<file path="src/rtl/bcd_calc_sequencer_if.sv">
`default_nettype none
// ============================================================================
// Module   : bcd_calc_sequencer_if
// Brief    : Keypad handshake, datapath and display bundle of the BCD
//            calculator sequencer. The sequencer uses the slave modport.
// Revision : 1.0
// ============================================================================
interface bcd_calc_sequencer_if;
    logic       key_valid;
    logic [3:0] key_code;
    logic       key_ready;
    logic [7:0] dp_a;
    logic [7:0] dp_b;
    logic       dp_sub;
    logic [7:0] dp_sum;
    logic       dp_cout;
    logic [3:0] disp10;
    logic [3:0] disp1;
    logic       disp_neg;
    logic       err;
    logic       busy;

    modport master (
        output key_valid, key_code, dp_sum, dp_cout,
        input  key_ready, dp_a, dp_b, dp_sub, disp10, disp1, disp_neg, err, busy
    );

    modport slave (
        input  key_valid, key_code, dp_sum, dp_cout,
        output key_ready, dp_a, dp_b, dp_sub, disp10, disp1, disp_neg, err, busy
    );
endinterface
`default_nettype wire

</file>
<file path="src/rtl/bcd_calc_sequencer.sv">
`default_nettype none
// ============================================================================
// Module   : bcd_calc_sequencer
// Brief    : Keypad-driven control FSM for the two-digit BCD calculator.
//            Optional macro CALC_CHAIN_EN chains +/- from a shown result.
// Revision : 1.0
// ============================================================================
module bcd_calc_sequencer #(
    parameter int SETTLE_CYC = 1
) (
    input  logic                clk,
    input  logic                rst_n,
    bcd_calc_sequencer_if.slave bus
);
    typedef enum logic [2:0] {
        ST_ENTRY_A = 3'd0,
        ST_ENTRY_B = 3'd1,
        ST_EXEC    = 3'd2,
        ST_SETTLE  = 3'd3,
        ST_CAPTURE = 3'd4,
        ST_CONVERT = 3'd5,
        ST_SHOW    = 3'd6
    } state_t;

    localparam logic [3:0] c_key_plus    = 4'hA;
    localparam logic [3:0] c_key_minus   = 4'hB;
    localparam logic [3:0] c_key_eq      = 4'hC;
    localparam logic [3:0] c_key_clr     = 4'hD;
    localparam logic [3:0] c_err_digit   = 4'hE;
    localparam logic [3:0] c_settle_last = 4'(SETTLE_CYC - 1);

    state_t     r_state;
    state_t     w_state_nxt;
    logic [3:0] r_a10, r_a1, r_b10, r_b1;
    logic       r_op;
    logic [7:0] r_dp_a, r_dp_b;
    logic       r_dp_sub;
    logic [3:0] r_cnt;
    logic [7:0] r_mag;
    logic [3:0] r_tens, r_ones;
    logic       r_neg, r_err;

    logic       w_key_ready, w_accept;
    logic       w_is_digit, w_is_op, w_is_eq, w_is_clr;
    logic       w_a_shift, w_a_new, w_a_load_res, w_b_shift, w_b_clr;
    logic       w_op_latch, w_clr_all;
    logic [3:0] w_disp10, w_disp1;

    assign w_key_ready = rst_n & ((r_state == ST_ENTRY_A) | (r_state == ST_ENTRY_B) |
                                  (r_state == ST_SHOW));
    assign w_accept    = bus.key_valid & w_key_ready;
    assign w_is_digit  = (bus.key_code <= 4'd9);
    assign w_is_op     = (bus.key_code == c_key_plus) | (bus.key_code == c_key_minus);
    assign w_is_eq     = (bus.key_code == c_key_eq);
    assign w_is_clr    = (bus.key_code == c_key_clr);

    always_ff @(posedge clk or negedge rst_n) begin
        if (!rst_n) r_state <= ST_ENTRY_A;
        else        r_state <= w_state_nxt;
    end

    // Next state plus one-cycle action strobes for the operand/result registers.
    always_comb begin
        w_state_nxt  = r_state;
        w_a_shift    = 1'b0;
        w_a_new      = 1'b0;
        w_a_load_res = 1'b0;
        w_b_shift    = 1'b0;
        w_b_clr      = 1'b0;
        w_op_latch   = 1'b0;
        w_clr_all    = 1'b0;
        case (r_state)
            ST_ENTRY_A: begin
                if (w_accept) begin
                    if (w_is_digit) begin
                        w_a_shift = 1'b1;
                    end else if (w_is_op) begin
                        w_op_latch  = 1'b1;
                        w_b_clr     = 1'b1;
                        w_state_nxt = ST_ENTRY_B;
                    end else if (w_is_clr) begin
                        w_clr_all = 1'b1;
                    end
                end
            end
            ST_ENTRY_B: begin
                if (w_accept) begin
                    if (w_is_digit) begin
                        w_b_shift = 1'b1;
                    end else if (w_is_op) begin
                        w_op_latch = 1'b1;
                    end else if (w_is_eq) begin
                        w_state_nxt = ST_EXEC;
                    end else if (w_is_clr) begin
                        w_clr_all   = 1'b1;
                        w_state_nxt = ST_ENTRY_A;
                    end
                end
            end
            ST_EXEC:    w_state_nxt = ST_SETTLE;
            ST_SETTLE: begin
                if (r_cnt == c_settle_last) w_state_nxt = ST_CAPTURE;
            end
            ST_CAPTURE: begin
                if (!r_dp_sub && (bus.dp_sum > 8'd99)) w_state_nxt = ST_SHOW;
                else                                   w_state_nxt = ST_CONVERT;
            end
            ST_CONVERT: begin
                if (r_mag < 8'd10) w_state_nxt = ST_SHOW;
            end
            ST_SHOW: begin
                if (w_accept) begin
                    if (w_is_digit) begin
                        w_a_new     = 1'b1;
                        w_state_nxt = ST_ENTRY_A;
                    end else if (w_is_clr) begin
                        w_clr_all   = 1'b1;
                        w_state_nxt = ST_ENTRY_A;
                    end else if (w_is_op) begin
`ifdef CALC_CHAIN_EN
                        // Only a valid non-negative result fits back into operand A.
                        if (!r_neg && (r_tens != c_err_digit)) w_a_load_res = 1'b1;
                        else                                   w_clr_all    = 1'b1;
                        w_op_latch  = 1'b1;
                        w_b_clr     = 1'b1;
                        w_state_nxt = ST_ENTRY_B;
`endif
                    end
                end
            end
            default:    w_state_nxt = ST_ENTRY_A;
        endcase
    end

    always_ff @(posedge clk or negedge rst_n) begin
        if (!rst_n) begin
            r_a10    <= 4'd0;
            r_a1     <= 4'd0;
            r_b10    <= 4'd0;
            r_b1     <= 4'd0;
            r_op     <= 1'b0;
            r_dp_a   <= 8'd0;
            r_dp_b   <= 8'd0;
            r_dp_sub <= 1'b0;
            r_cnt    <= 4'd0;
            r_mag    <= 8'd0;
            r_tens   <= 4'd0;
            r_ones   <= 4'd0;
            r_neg    <= 1'b0;
            r_err    <= 1'b0;
        end else begin
            if (w_clr_all) begin
                r_a10 <= 4'd0;
                r_a1  <= 4'd0;
                r_b10 <= 4'd0;
                r_b1  <= 4'd0;
                r_err <= 1'b0;
                r_neg <= 1'b0;
            end
            if (w_a_shift) begin
                r_a10 <= r_a1;
                r_a1  <= bus.key_code;
            end
            if (w_a_new) begin
                r_a10 <= 4'd0;
                r_a1  <= bus.key_code;
                r_neg <= 1'b0;
            end
            if (w_a_load_res) begin
                r_a10 <= r_tens;
                r_a1  <= r_ones;
            end
            if (w_b_clr) begin
                r_b10 <= 4'd0;
                r_b1  <= 4'd0;
            end
            if (w_b_shift) begin
                r_b10 <= r_b1;
                r_b1  <= bus.key_code;
            end
            if (w_op_latch) r_op <= (bus.key_code == c_key_minus);

            case (r_state)
                ST_EXEC: begin
                    r_dp_a   <= {4'd0, r_a10} * 8'd10 + {4'd0, r_a1};
                    r_dp_b   <= {4'd0, r_b10} * 8'd10 + {4'd0, r_b1};
                    r_dp_sub <= r_op;
                    r_cnt    <= 4'd0;
                end
                ST_SETTLE:  r_cnt <= r_cnt + 4'd1;
                ST_CAPTURE: begin
                    r_tens <= 4'd0;
                    if (!r_dp_sub) begin
                        r_neg <= 1'b0;
                        r_mag <= bus.dp_sum;
                        if (bus.dp_sum > 8'd99) begin
                            r_err  <= 1'b1;
                            r_tens <= c_err_digit;
                            r_ones <= c_err_digit;
                        end
                    end else if (bus.dp_cout) begin
                        r_neg <= 1'b0;
                        r_mag <= bus.dp_sum;
                    end else begin
                        // No carry out means A < B: two's-complement the wrapped difference.
                        r_neg <= 1'b1;
                        r_mag <= ~bus.dp_sum + 8'd1;
                    end
                end
                ST_CONVERT: begin
                    if (r_mag >= 8'd10) begin
                        r_mag  <= r_mag - 8'd10;
                        r_tens <= r_tens + 4'd1;
                    end else begin
                        r_ones <= r_mag[3:0];
                    end
                end
                default: ;
            endcase
        end
    end

    always_comb begin
        w_disp10 = r_b10;
        w_disp1  = r_b1;
        case (r_state)
            ST_ENTRY_A: begin
                w_disp10 = r_a10;
                w_disp1  = r_a1;
            end
            ST_SHOW: begin
                w_disp10 = r_tens;
                w_disp1  = r_ones;
            end
            default: ;
        endcase
    end

    assign bus.key_ready = w_key_ready;
    assign bus.dp_a      = r_dp_a;
    assign bus.dp_b      = r_dp_b;
    assign bus.dp_sub    = r_dp_sub;
    assign bus.disp10    = w_disp10;
    assign bus.disp1     = w_disp1;
    assign bus.disp_neg  = r_neg;
    assign bus.err       = r_err;
    assign bus.busy      = (r_state == ST_EXEC) | (r_state == ST_SETTLE) |
                           (r_state == ST_CAPTURE) | (r_state == ST_CONVERT);
endmodule
`default_nettype wire

</file>
<file path="src/flat_wrapper.sv">
// flat-port wrapper written by rule: the top's interface ports become plain ports
module bcd_calc_sequencer_flat 
#(
    parameter int SETTLE_CYC = 1
)
  (clk, rst_n, bus_key_valid, bus_key_code, bus_dp_sum, bus_dp_cout, bus_key_ready, bus_dp_a, bus_dp_b, bus_dp_sub, bus_disp10, bus_disp1, bus_disp_neg, bus_err, bus_busy);
  bcd_calc_sequencer_if bus_i ();
  input  logic clk;
  input  logic rst_n;
  input wire logic [$bits(bus_i.key_valid)-1:0] bus_key_valid;
  input wire logic [$bits(bus_i.key_code)-1:0] bus_key_code;
  input wire logic [$bits(bus_i.dp_sum)-1:0] bus_dp_sum;
  input wire logic [$bits(bus_i.dp_cout)-1:0] bus_dp_cout;
  output wire logic [$bits(bus_i.key_ready)-1:0] bus_key_ready;
  output wire logic [$bits(bus_i.dp_a)-1:0] bus_dp_a;
  output wire logic [$bits(bus_i.dp_b)-1:0] bus_dp_b;
  output wire logic [$bits(bus_i.dp_sub)-1:0] bus_dp_sub;
  output wire logic [$bits(bus_i.disp10)-1:0] bus_disp10;
  output wire logic [$bits(bus_i.disp1)-1:0] bus_disp1;
  output wire logic [$bits(bus_i.disp_neg)-1:0] bus_disp_neg;
  output wire logic [$bits(bus_i.err)-1:0] bus_err;
  output wire logic [$bits(bus_i.busy)-1:0] bus_busy;
  assign bus_i.key_valid = bus_key_valid;
  assign bus_i.key_code = bus_key_code;
  assign bus_i.dp_sum = bus_dp_sum;
  assign bus_i.dp_cout = bus_dp_cout;
  assign bus_key_ready = bus_i.key_ready;
  assign bus_dp_a = bus_i.dp_a;
  assign bus_dp_b = bus_i.dp_b;
  assign bus_dp_sub = bus_i.dp_sub;
  assign bus_disp10 = bus_i.disp10;
  assign bus_disp1 = bus_i.disp1;
  assign bus_disp_neg = bus_i.disp_neg;
  assign bus_err = bus_i.err;
  assign bus_busy = bus_i.busy;
  bcd_calc_sequencer #(.SETTLE_CYC(SETTLE_CYC)) u_core (.clk(clk), .rst_n(rst_n), .bus(bus_i));
endmodule
</file>
<file path="config.mk">
export PLATFORM = sky130hd
export DESIGN_NAME = bcd_calc_sequencer_flat
export DESIGN_NICKNAME = d
export VERILOG_FILES = /design/src/rtl/bcd_calc_sequencer_if.sv /design/src/rtl/bcd_calc_sequencer.sv /design/src/flat_wrapper.sv
export SDC_FILE = /design/constraint.sdc
export NUM_CORES = 1
export LEC_CHECK = 0
export CORE_MARGIN = 2
export CORE_UTILIZATION = 45
export CTS_CLUSTER_SIZE = 24
export DETAILED_ROUTE_END_ITERATION = 10
export GPL_TIMING_DRIVEN = 0
export HOLD_SLACK_MARGIN = 0.08
export PLACE_DENSITY = 0.65
export SLEW_MARGIN = 20
export SYNTH_ARGS = -nofsm -noshare
export SYNTH_HDL_FRONTEND = slang
export SYNTH_SLANG_ARGS = --single-unit
</file>
<file path="constraint.sdc">
create_clock -name clk -period 2.1 [get_ports clk]
set_input_delay 0.525 -clock clk [delete_from_list [all_inputs] [get_ports clk]]
set_output_delay 0.525 -clock clk [all_outputs]
set_load 0.01 [all_outputs]
</file>
---- Yosys cells after proc, flatten, opt, wreduce, memory -nomap -nowiden ----
Cells that the tools add are included.
operators by class
  add/subtract/negate cells ............... 6
  multiply operators ...................... 2
  divide/modulo/power cells ............... 0
  $lt $le $gt $ge ......................... 4
  equal/unequal tests ..................... 23
  shifts and indexed selects .............. 0
  mux-type cells .......................... 67
  bitwise operators ....................... 9
  reductions and logical operators ........ 13
operator list
  kind                   number
  $mux W4                14
  $pmux W4 S2            5
  $mux W3                12
  $mux W1                29
  $mux W8                3
  $pmux W3 S7            1
  $add A8 B4 Y8          2
  $eq A4 B4 Y1 const B   4
  $ne A2 B1 Y1 const B   8
  $pmux W8 S2            1
  $mul A4 B3 Y7 const B  2
  $ne A2 B2 Y1 const B   5
  $eq A3 B3 Y1 const B   3
  $reduce_and A9 Y1      1
  $reduce_bool A3 Y1     3
  $add A4 B1 Y4 const B  2
  $add A8 B1 Y8 const B  1
  $ge A8 B4 Y1 const B   1
  $gt A8 B7 Y1 const B   1
  $lt A8 B4 Y1 const B   1
  $not A8 Y8             1
  $sub A8 B4 Y8 const B  1
  $eq A3 B2 Y1 const B   2
  $or A1 B1 Y1           6
  other kinds (13)       15
storage, ports and cells
  register bits ........................... 59
  latch bits .............................. 0
  RAM bits ................................ 0
  memory bits (read-only) ................. 0
  output and inout port bits .............. 29
  logic and storage cells ................. 139
  memories kept ........................... 0

---- Longest topological paths before layout ----
Gate-level depths: netlist of run 1.
  word-level depth ........................ 11
  mapped depth ............................ 8
  mapped depth without buffers ............ 8

---- Least setup slack after synthesis of run 1 ----
OpenSTA, ideal clock, no wires.
  path type ............................... reg2reg
  start point ............................. reg u_core.r_a10[3]
  end point ............................... reg u_core.r_dp_a[7], in the netlist u_core.bus.dp_a[7]
  setup time .............................. 82 ps
  data arrival time ....................... 2,064 ps
  setup slack ............................. -46 ps
  stages on the path, launching flop included .. 8
  path buffers ............................ 0
  period minus slack after synthesis ...... 2,146 ps
  cell sequence ........................... dfrtp_1 ha_1 ha_1 inv_1 fa_1 nor2_1 mux2_2 a31oi_1
between the ends
  word-level cells in the longest chain between the ends .. 2
RTL lines
  item                    RTL line                   RTL
  start, declared         bcd_calc_sequencer.sv:34   logic [3:0] r_a10, r_a1, r_b10, r_b1;
  start signal, assigned  bcd_calc_sequencer.sv:161  r_a10 <= r_a1;
  start signal, assigned  bcd_calc_sequencer.sv:170  r_a10 <= r_tens;
  $mul A4 B3 Y7           bcd_calc_sequencer.sv:185  r_dp_a <= {4'd0, r_a10} * 8'd10 + {4'd0, r_a1};
  $add A8 B4 Y8           bcd_calc_sequencer.sv:185
  end signal, assigned    bcd_calc_sequencer.sv:185
  end, declared           bcd_calc_sequencer.sv:36   logic [7:0] r_dp_a, r_dp_b;
No other way between the ends.
A chain may end at the register's enable or synchronous reset.

---- Final worst setup path of run 1 ----
  start point ............................. reg u_core.r_state[0]
  end point ............................... out bus_disp1[2]
between the ends
  word-level cells in the longest chain between the ends .. 2
  elaborated cells on any way between the ends .. 3
  classes of those cells .................. 1 x eq/ne; 1 x mux; 1 x reduce/logical
RTL lines
  item                                              RTL line                   RTL
  start, declared                                   bcd_calc_sequencer.sv:32   state_t r_state;
  start signal, assigned                            bcd_calc_sequencer.sv:59   else r_state <= w_state_nxt;
  $eq A3 B3 Y1 or $logic_not A3 Y1 (tied branches)  bcd_calc_sequencer.sv:226  case (r_state)
  $pmux W4 S2 (*)                                   bcd_calc_sequencer.sv:226
  end, declared                                     flat_wrapper.sv:19         output wire logic [$bits(bus_i.disp1)-1:0] bus_disp1;
Mark *: on every way between the ends. The rest lies on a longest branch, timed or not.

==> run summary, run 1 <==
Worst path required time = 1.57 ns
Synth Cell Area = 3700 um^2
First-pass GRT wire length = 15200 um
Via density = 5.51
Worst-Margin Slew = 0.756 ns
Leak = 2.17 nW
Vias in the first global route = 3181
Avg Inst Size Synth = 9.13 um^2
Final Hold Viols = 0
Failing checks = negative setup slack
Die area = 8970 um^2
Placeable Area = 8090 um^2
Layout cells sized above 1 = 23.5%
Initial antenna violation count = 0
FMAX = 436 MHz
P per Cell Area = 1400 nW/um^2
Yosys warning total = 0
Port bufs = 44
Synthesis-to-finish area growth = 32.3%
Initial core utilization = 45.8%
Final Max Slew Viols = 0
Wire length on met1 = 4060 um
Number of antenna cells inserted = 0
CTS root buffer = clkbuf_8
Tmin final = 2.29 ns
Biggest area consumer among synthesized cells = dfrtp_1
GPL Wtd Cong = 0.863
Die Span Y = 94.7 um
Synth top area share = 39.9%
Main flop type after synthesis = dfrtp_1
Fillers = 731
CTS tree = done
Crit path DAT = 1.77 ns
Cells after Synth = 406
Total CTS buffers = 9
Htree depth = 3
FF+latch count, synth = 59
Worst r2r src = u_core.r_a1[1]
Clock sink count = 59
Drt wl/cell = 15.5 um
Relative slew slack = 49.3%
Ys async rst share = 100%
CTS Buffer Depth = 2
Cell variety after synth = 59
Routed met3 length = 551 um
Worst vdd ir = 0.000604 V
Residual DRC = 0
Worst Setup Start Kind = flip-flop
R2R Path End = u_core.bus.dp_a[7]
Worst setup margin = -0.194 ns
IO Pins = 45
Final setup vio count = 9
Final period utilization = 109%
WS Path Type = reg -> out
Worst-path fanout max = 6
Synth area leaders = dfrtp_1 40%, ha_1 7.1%, nand2_1 6.0%
Hold crit path type = in -> async
GRT overflow = 0
Drt first pass iters = 4
Iter 0 DRT Violations = 177
Dpl hpwl = 6440 um
Worst-path clk slew = 0.07 ns
Num rows = 33
Top Layer Used = met4
Final ANT Viol Nets = 0
Unrepaired setup endpoints after global routing = yes
Post-Syn Nets = 447
Clk_skew = 0.00706 ns
Setup TNS = -1.08 ns
NumNets Final = 529
Post-synth EDFFs = 0
Largest net degree at the start of global routing = 47
Worst-Skew Late Latency = 0.34 ns
Reg2Reg Setup Slack = 0.05 ns
GRT Resource Usage Total = 22.1%
Total wire length = 9270 um
CP endpoint kind = output port
Maxcap violations = 0
Die X = 94.7 um
WL met2 = 4520 um
Outcome = finished with violations
Sequential share of the synthesized area = 39.9%
R2R depth = 8
Detailed-route via count = 3295
Pwr Total = 6.88 mW
logic make-up (layout without fill, tap and decap cells):
group / Yosys count / after routing / share of synthesized area, %
AND/OR/NAND/NOR: 137 / 137 / 18.5
AO/OA/AOI/OAI: 119 / 119 / 21.7
flip-flops: 59 / 59 / 39.9
buffers and inverters: 44 / 131 / 5.20
adder cells (fa/ha/maj): 25 / 25 / 9.25
XOR/XNOR: 17 / 17 / 4.02
multiplexers: 5 / 5 / 1.45
area by class of cell:
type	count	area (um^2)	area share (%)
Multi-Input combinational cell	303	2190	44.7
Sequential cell	59	1480	30.2
Timing Repair Buffer	71	634	12.9
Clock buffer	12	155	3.16
Buffer	19	138	2.81
Tap cell	105	131	2.68
Inverter	25	97.6	1.99
Clock inverter	4	72.6	1.48
flip-flops by register name, summed over array words and instances, names as in the netlist:
| name | cells |
|---|---|
| u_core.r_tens | 4 |
| u_core.bus.err | 1 |
| u_core.bus.dp_a | 8 |
| u_core.bus.dp_sub | 1 |
| u_core.r_a10 | 4 |
| u_core.r_b10 | 4 |
| u_core.r_b1 | 4 |
| u_core.bus.dp_b | 8 |
| u_core.r_a1 | 4 |
| u_core.r_state | 3 |
| u_core.r_cnt | 4 |
| u_core.r_op | 1 |
| u_core.r_mag | 8 |
| u_core.bus.disp_neg | 1 |
| u_core.r_ones | 4 |
worst max path at each step:
stage	startpoint	to	cells past startpoint
after floorplan	u_core.r_a10[3]	u_core.bus.dp_a[7]	7
after global placement	rst_n	u_core.r_b10[3]	6
after detailed placement	u_core.r_state[1]	bus_disp10[2]	6
after CTS	u_core.r_state[2]	bus_disp1[2]	6
after global routing	u_core.r_state[2]	bus_disp1[2]	6
final	u_core.r_state[0]	bus_disp1[2]	6
cell usage in the layout (no fill, tap or decap), types with 4 or more instances in the layout:
cell type / netlist / routed
a22o_1: 17 / 17
buf_6: 1 / 9
nor2_1: 22 / 20
ha_1: 21 / 15
xnor2_1: 9 / 9
o21ai_0: 30 / 28
a31oi_1: 6 / 6
a21oi_2: 4 / 4
a22oi_2: 0 / 5
inv_1: 25 / 22
clkbuf_1: 4 / 5
nand2b_1: 5 / 5
xor2_1: 8 / 8
nor3_1: 7 / 4
o22a_1: 5 / 5
nor3_2: 3 / 5
nand3_1: 10 / 10
clkbuf_8: 0 / 11
nor2b_1: 5 / 4
dfrtp_1: 59 / 55
a21oi_1: 24 / 24
nand2_1: 59 / 59
clkdlybuf4s50_1: 0 / 33
buf_4: 1 / 23
ha_4: 0 / 5
buf_2: 13 / 16
dfrtp_2: 0 / 4
per-layer routing:
metal | global-route usage, % | vias up
li1 | - | 1611
met1 | 28.9 | 1573
met2 | 36.9 | 98
met3 | 4.15 | 13
met4 | 7.13 | 0
met5 | 0 | -
what timing repair did:
action | CTS | global route
hold buffers | 1 | 0
setup endpoints to repair | 22 | 17
hold endpoints to repair | 16 | 0
buffers inserted | 16 | 8
gates resized for setup | 70 | 18
pin swaps | 14 | 13
gates cloned | 1 | 0
critical path, cell delays in order, from the launching register on:
cell and delay (ns):
dfrtp_1 0.40, buf_6 0.14, nor3_4 0.26, buf_6 0.15, nor3_2 0.04, a221o_1 0.29, buf_2 0.15
cells in the mapped netlist (6+ instances only):
cell / instances
a21oi_1: 24
a22o_1: 17
a22oi_1: 6
a31oi_1: 6
buf_2: 13
dfrtp_1: 59
ha_1: 21
inv_1: 25
nand2_1: 59
nand3_1: 10
nor2_1: 22
nor3_1: 7
o21ai_0: 30
xnor2_1: 9
xor2_1: 8
power breakdown:
part	leakage (nW)	internal (mW)	switching [mW]
combinational	1.32	1.86	1.77
sequential	0.735	1.59	0.444
clock	0.113	0.732	0.471
total	2.17	4.19	2.69
through the flow:
stage | utilization (%) | std cells | instance area [um^2] | setup WS (ns) | hold slack [ns]
after floorplan | - | 406 | 3710 | -0.0121 | 0.229
after global placement | 53.0 | 555 | 4290 | -2.61 | 0.452
after detailed placement | 53.3 | 556 | 4310 | -0.486 | 0.422
after CTS | 59.0 | 590 | 4770 | -0.227 | 0.199
after global routing | 60.6 | 598 | 4900 | -0.241 | 0.202
final | 60.6 | 598 | 4900 | -0.194 | 0.188
Power figures use the tool's default switching activity.
==> run 2: changes to the inputs <==
--- a/config.mk
+++ b/config.mk
@@ -9,10 +9,11 @@
 export CORE_UTILIZATION = 45
 export CTS_CLUSTER_SIZE = 24
 export DETAILED_ROUTE_END_ITERATION = 10
+export DONT_BUFFER_PORTS = 1
 export GPL_TIMING_DRIVEN = 0
-export HOLD_SLACK_MARGIN = 0.08
-export PLACE_DENSITY = 0.65
+export PLACE_DENSITY = 0.58
 export SLEW_MARGIN = 20
 export SYNTH_ARGS = -nofsm -noshare
 export SYNTH_HDL_FRONTEND = slang
 export SYNTH_SLANG_ARGS = --single-unit
+export TNS_END_PERCENT = 30
==> run 2 against run 1 <==
Net effect: the flow still finishes with violations (negative setup slack); sequential power rose by 5%; hold slack worse by 0.14 ns; worst setup slack improved by 0.064 ns; final cell count decreased by 8.7%; global-route usage fell by 0.30 points; via count fell by 6.8%; combinational power fell by 20%; die area unchanged; sequential share of layout area increased by 3.7 points; highest routed layer unchanged.
==> run summary, run 2 (synthesized netlist as in run 1, its figures left out) <==
CTS Buffer Depth = 2 (unchanged)
Worst path required time = 1.57 ns (about the same)
Crit path DAT = 1.71 ns (-0.06 ns)
Dpl ws = -0.145 ns (+0.342 ns)
Total CTS buffers = 9 (unchanged)
Initial antenna violation count = 0 (unchanged)
Port bufs = 0 (-100%)
Worst-path fanout max = 10 (+4)
Relative slew slack = 47.9% (-1.4 points)
Fillers = 773 (+5.7%)
Pwr Total = 6.22 mW (-9.6%)
CTS root buffer = clkbuf_8
Worst-path clk slew = 0.08 ns (about the same)
Die Span Y = 94.7 um (unchanged)
Clock sink count = 59 (unchanged)
Critical path origin = u_core.r_state[0]
CTS tree = done
Dpl hpwl = 6400 um (-0.66%)
IO Pins = 45 (unchanged)
Worst-Margin Slew = 0.777 ns (+0.0203 ns)
Worst-Skew Late Latency = 0.34 ns (about the same)
Cell total after placement = 511 (-8.1%)
Final setup vio count = 10 (+1)
Failing checks = negative setup slack
Hold crit path type = in -> async
Final period utilization = 106% (-3.0 points)
Htree depth = 3 (unchanged)
Leak = 1.94 nW (-11%)
Total wire length = 9060 um (-2.2%)
R2R depth = 7 (-1)
Worst r2r src = u_core.r_a10[1]
WS Path Type = reg -> out
Drt wl/cell = 16.6 um (+7.1%)
Vias in the first global route = 2990 (-6.0%)
Layout cells sized above 1 = 22.2% (-1.3 points)
Synthesis-to-finish area growth = 17.9%
Iter 0 DRT Violations = 114 (-36%)
Unrepaired setup endpoints after global routing = yes
Detailed-route via count = 3070 (-6.8%)
NumNets Final = 477 (-9.8%)
P per Cell Area = 1420 nW/um^2 (+1.4%)
Die X = 94.7 um (unchanged)
Commonest non-fill, non-tap cell in the layout = dfrtp_1
GRT Resource Usage Total = 21.8% (-0.30 points)
Final Max Slew Viols = 0 (unchanged)
R2R Path End = u_core.bus.dp_a[7]
GPL Wtd Cong = 0.878 (+1.7%)
Initial core utilization = 45.8% (unchanged)
Clk_skew = 0.00699 ns (-0.0000708 ns)
Worst vdd ir = 0.000650 V (+7.7%)
First-pass GRT wire length = 14900 um (-2.0%)
Tmin final = 2.23 ns (-0.0640 ns)
Drt first pass iters = 4 (unchanged)
Num rows = 33 (unchanged)
Outcome = finished with violations
Commonest non-fill, non-tap cells in the layout = 55 x dfrtp_1, 53 x nand2_1, 29 x o21ai_0
Via density = 5.62 (+2.0%)
GRT overflow = 0 (unchanged)
Largest net degree at the start of global routing = 60 (+28%)
Worst Setup Start Kind = flip-flop
Final ANT Viol Nets = 0 (unchanged)
CP endpoint kind = output port
Number of antenna cells inserted = 0 (unchanged)
Placeable Area = 8090 um^2 (unchanged)
FMAX = 448 MHz (+2.9%)
Final Hold Viols = 0 (unchanged)
Reg2Reg Setup Slack = -0.10 ns (-0.15 ns)
Die area = 8970 um^2 (unchanged)
Worst setup margin = -0.130 ns (+0.0640 ns)
Maxcap violations = 0 (unchanged)
Residual DRC = 0 (unchanged)
Non-filler cells, final = 546 (-8.7%)
==> run 2: cell type report <==
class	instances	area, um^2	share of cell area, %
inverter	25	93.8	2.15
clock buffer	9	124	2.84
multi-input combinational	303	2140	48.9
sequential	59	1480	33.9
buffer	18	123	2.81
tap	105	131	3.01
timing repair buffer	20	185	4.24
clock inverter	7	92.6	2.12
==> run 2: per-layer routing <==
layer | part of all wire, % | vias up | wire, um | track usage [%]
li1 | - | 1500 | - | -
met1 | 46 | 1471 | 4150 | 29.1
met2 | 46 | 84 | 4200 | 35.2
met3 | 5.8 | 15 | 523 | 3.67
met4 | 2.1 | 0 | 193 | 8.82
met5 | 0 | - | 0 | 0
==> run 2: worst max-delay path, cell delays in order, from the launching register on <==
cell and delay [ns]:
dfrtp_1 0.42, and3b_2 0.37, buf_6 0.19, nor3_2 0.06
a221o_1 0.32
==> run 2: worst max-delay path by stage <==
stage | to | slack (ns) | cells past startpoint
floorplan | u_core.bus.dp_a[7] | -0.01 | 7
global placement | u_core.bus.dp_a[7] | -0.13 | 7
detailed placement | u_core.bus.dp_a[7] | -0.14 | 7
CTS | bus_disp1[2] | -0.13 | 5
global route | bus_disp10[2] | -0.21 | 5
finish | bus_disp10[1] | -0.13 | 4
==> run 2: timing repair <==
| action | CTS | global route |
|---|---|---|
| resized for setup | 34 | 9 |
| hold buffers | 1 | 0 |
| buffers inserted | 12 | 7 |
| endpoints found under the hold margin | 59 | 0 |
| setup endpoints to repair | 30 | 23 |
| pin swaps | 5 | 8 |
==> run 2: through the flow <==
| step | cell area (um^2) | utilization, % | setup TNS (ns) | hold WS [ns] |
|---|---|---|---|---|
| CTS | 4290 | 53.0 | -0.671 | 0.0479 |
| global route | 4370 | 54.0 | -1.67 | 0.0550 |
| global placement | 3840 | 47.5 | -0.413 | 0.231 |
| detailed placement | 3840 | 47.5 | -0.541 | 0.231 |
| floorplan | 3710 | - | -0.0121 | 0.229 |
| finish | 4370 | 54.0 | -0.582 | 0.0447 |
==> run 2: power by group <==
| part | internal, mW | switching (mW) | leakage [nW] |
|---|---|---|---|
| Combinational | 1.38 | 1.54 | 1.10 |
| Sequential | 1.59 | 0.558 | 0.735 |
| Clock | 0.663 | 0.483 | 0.101 |
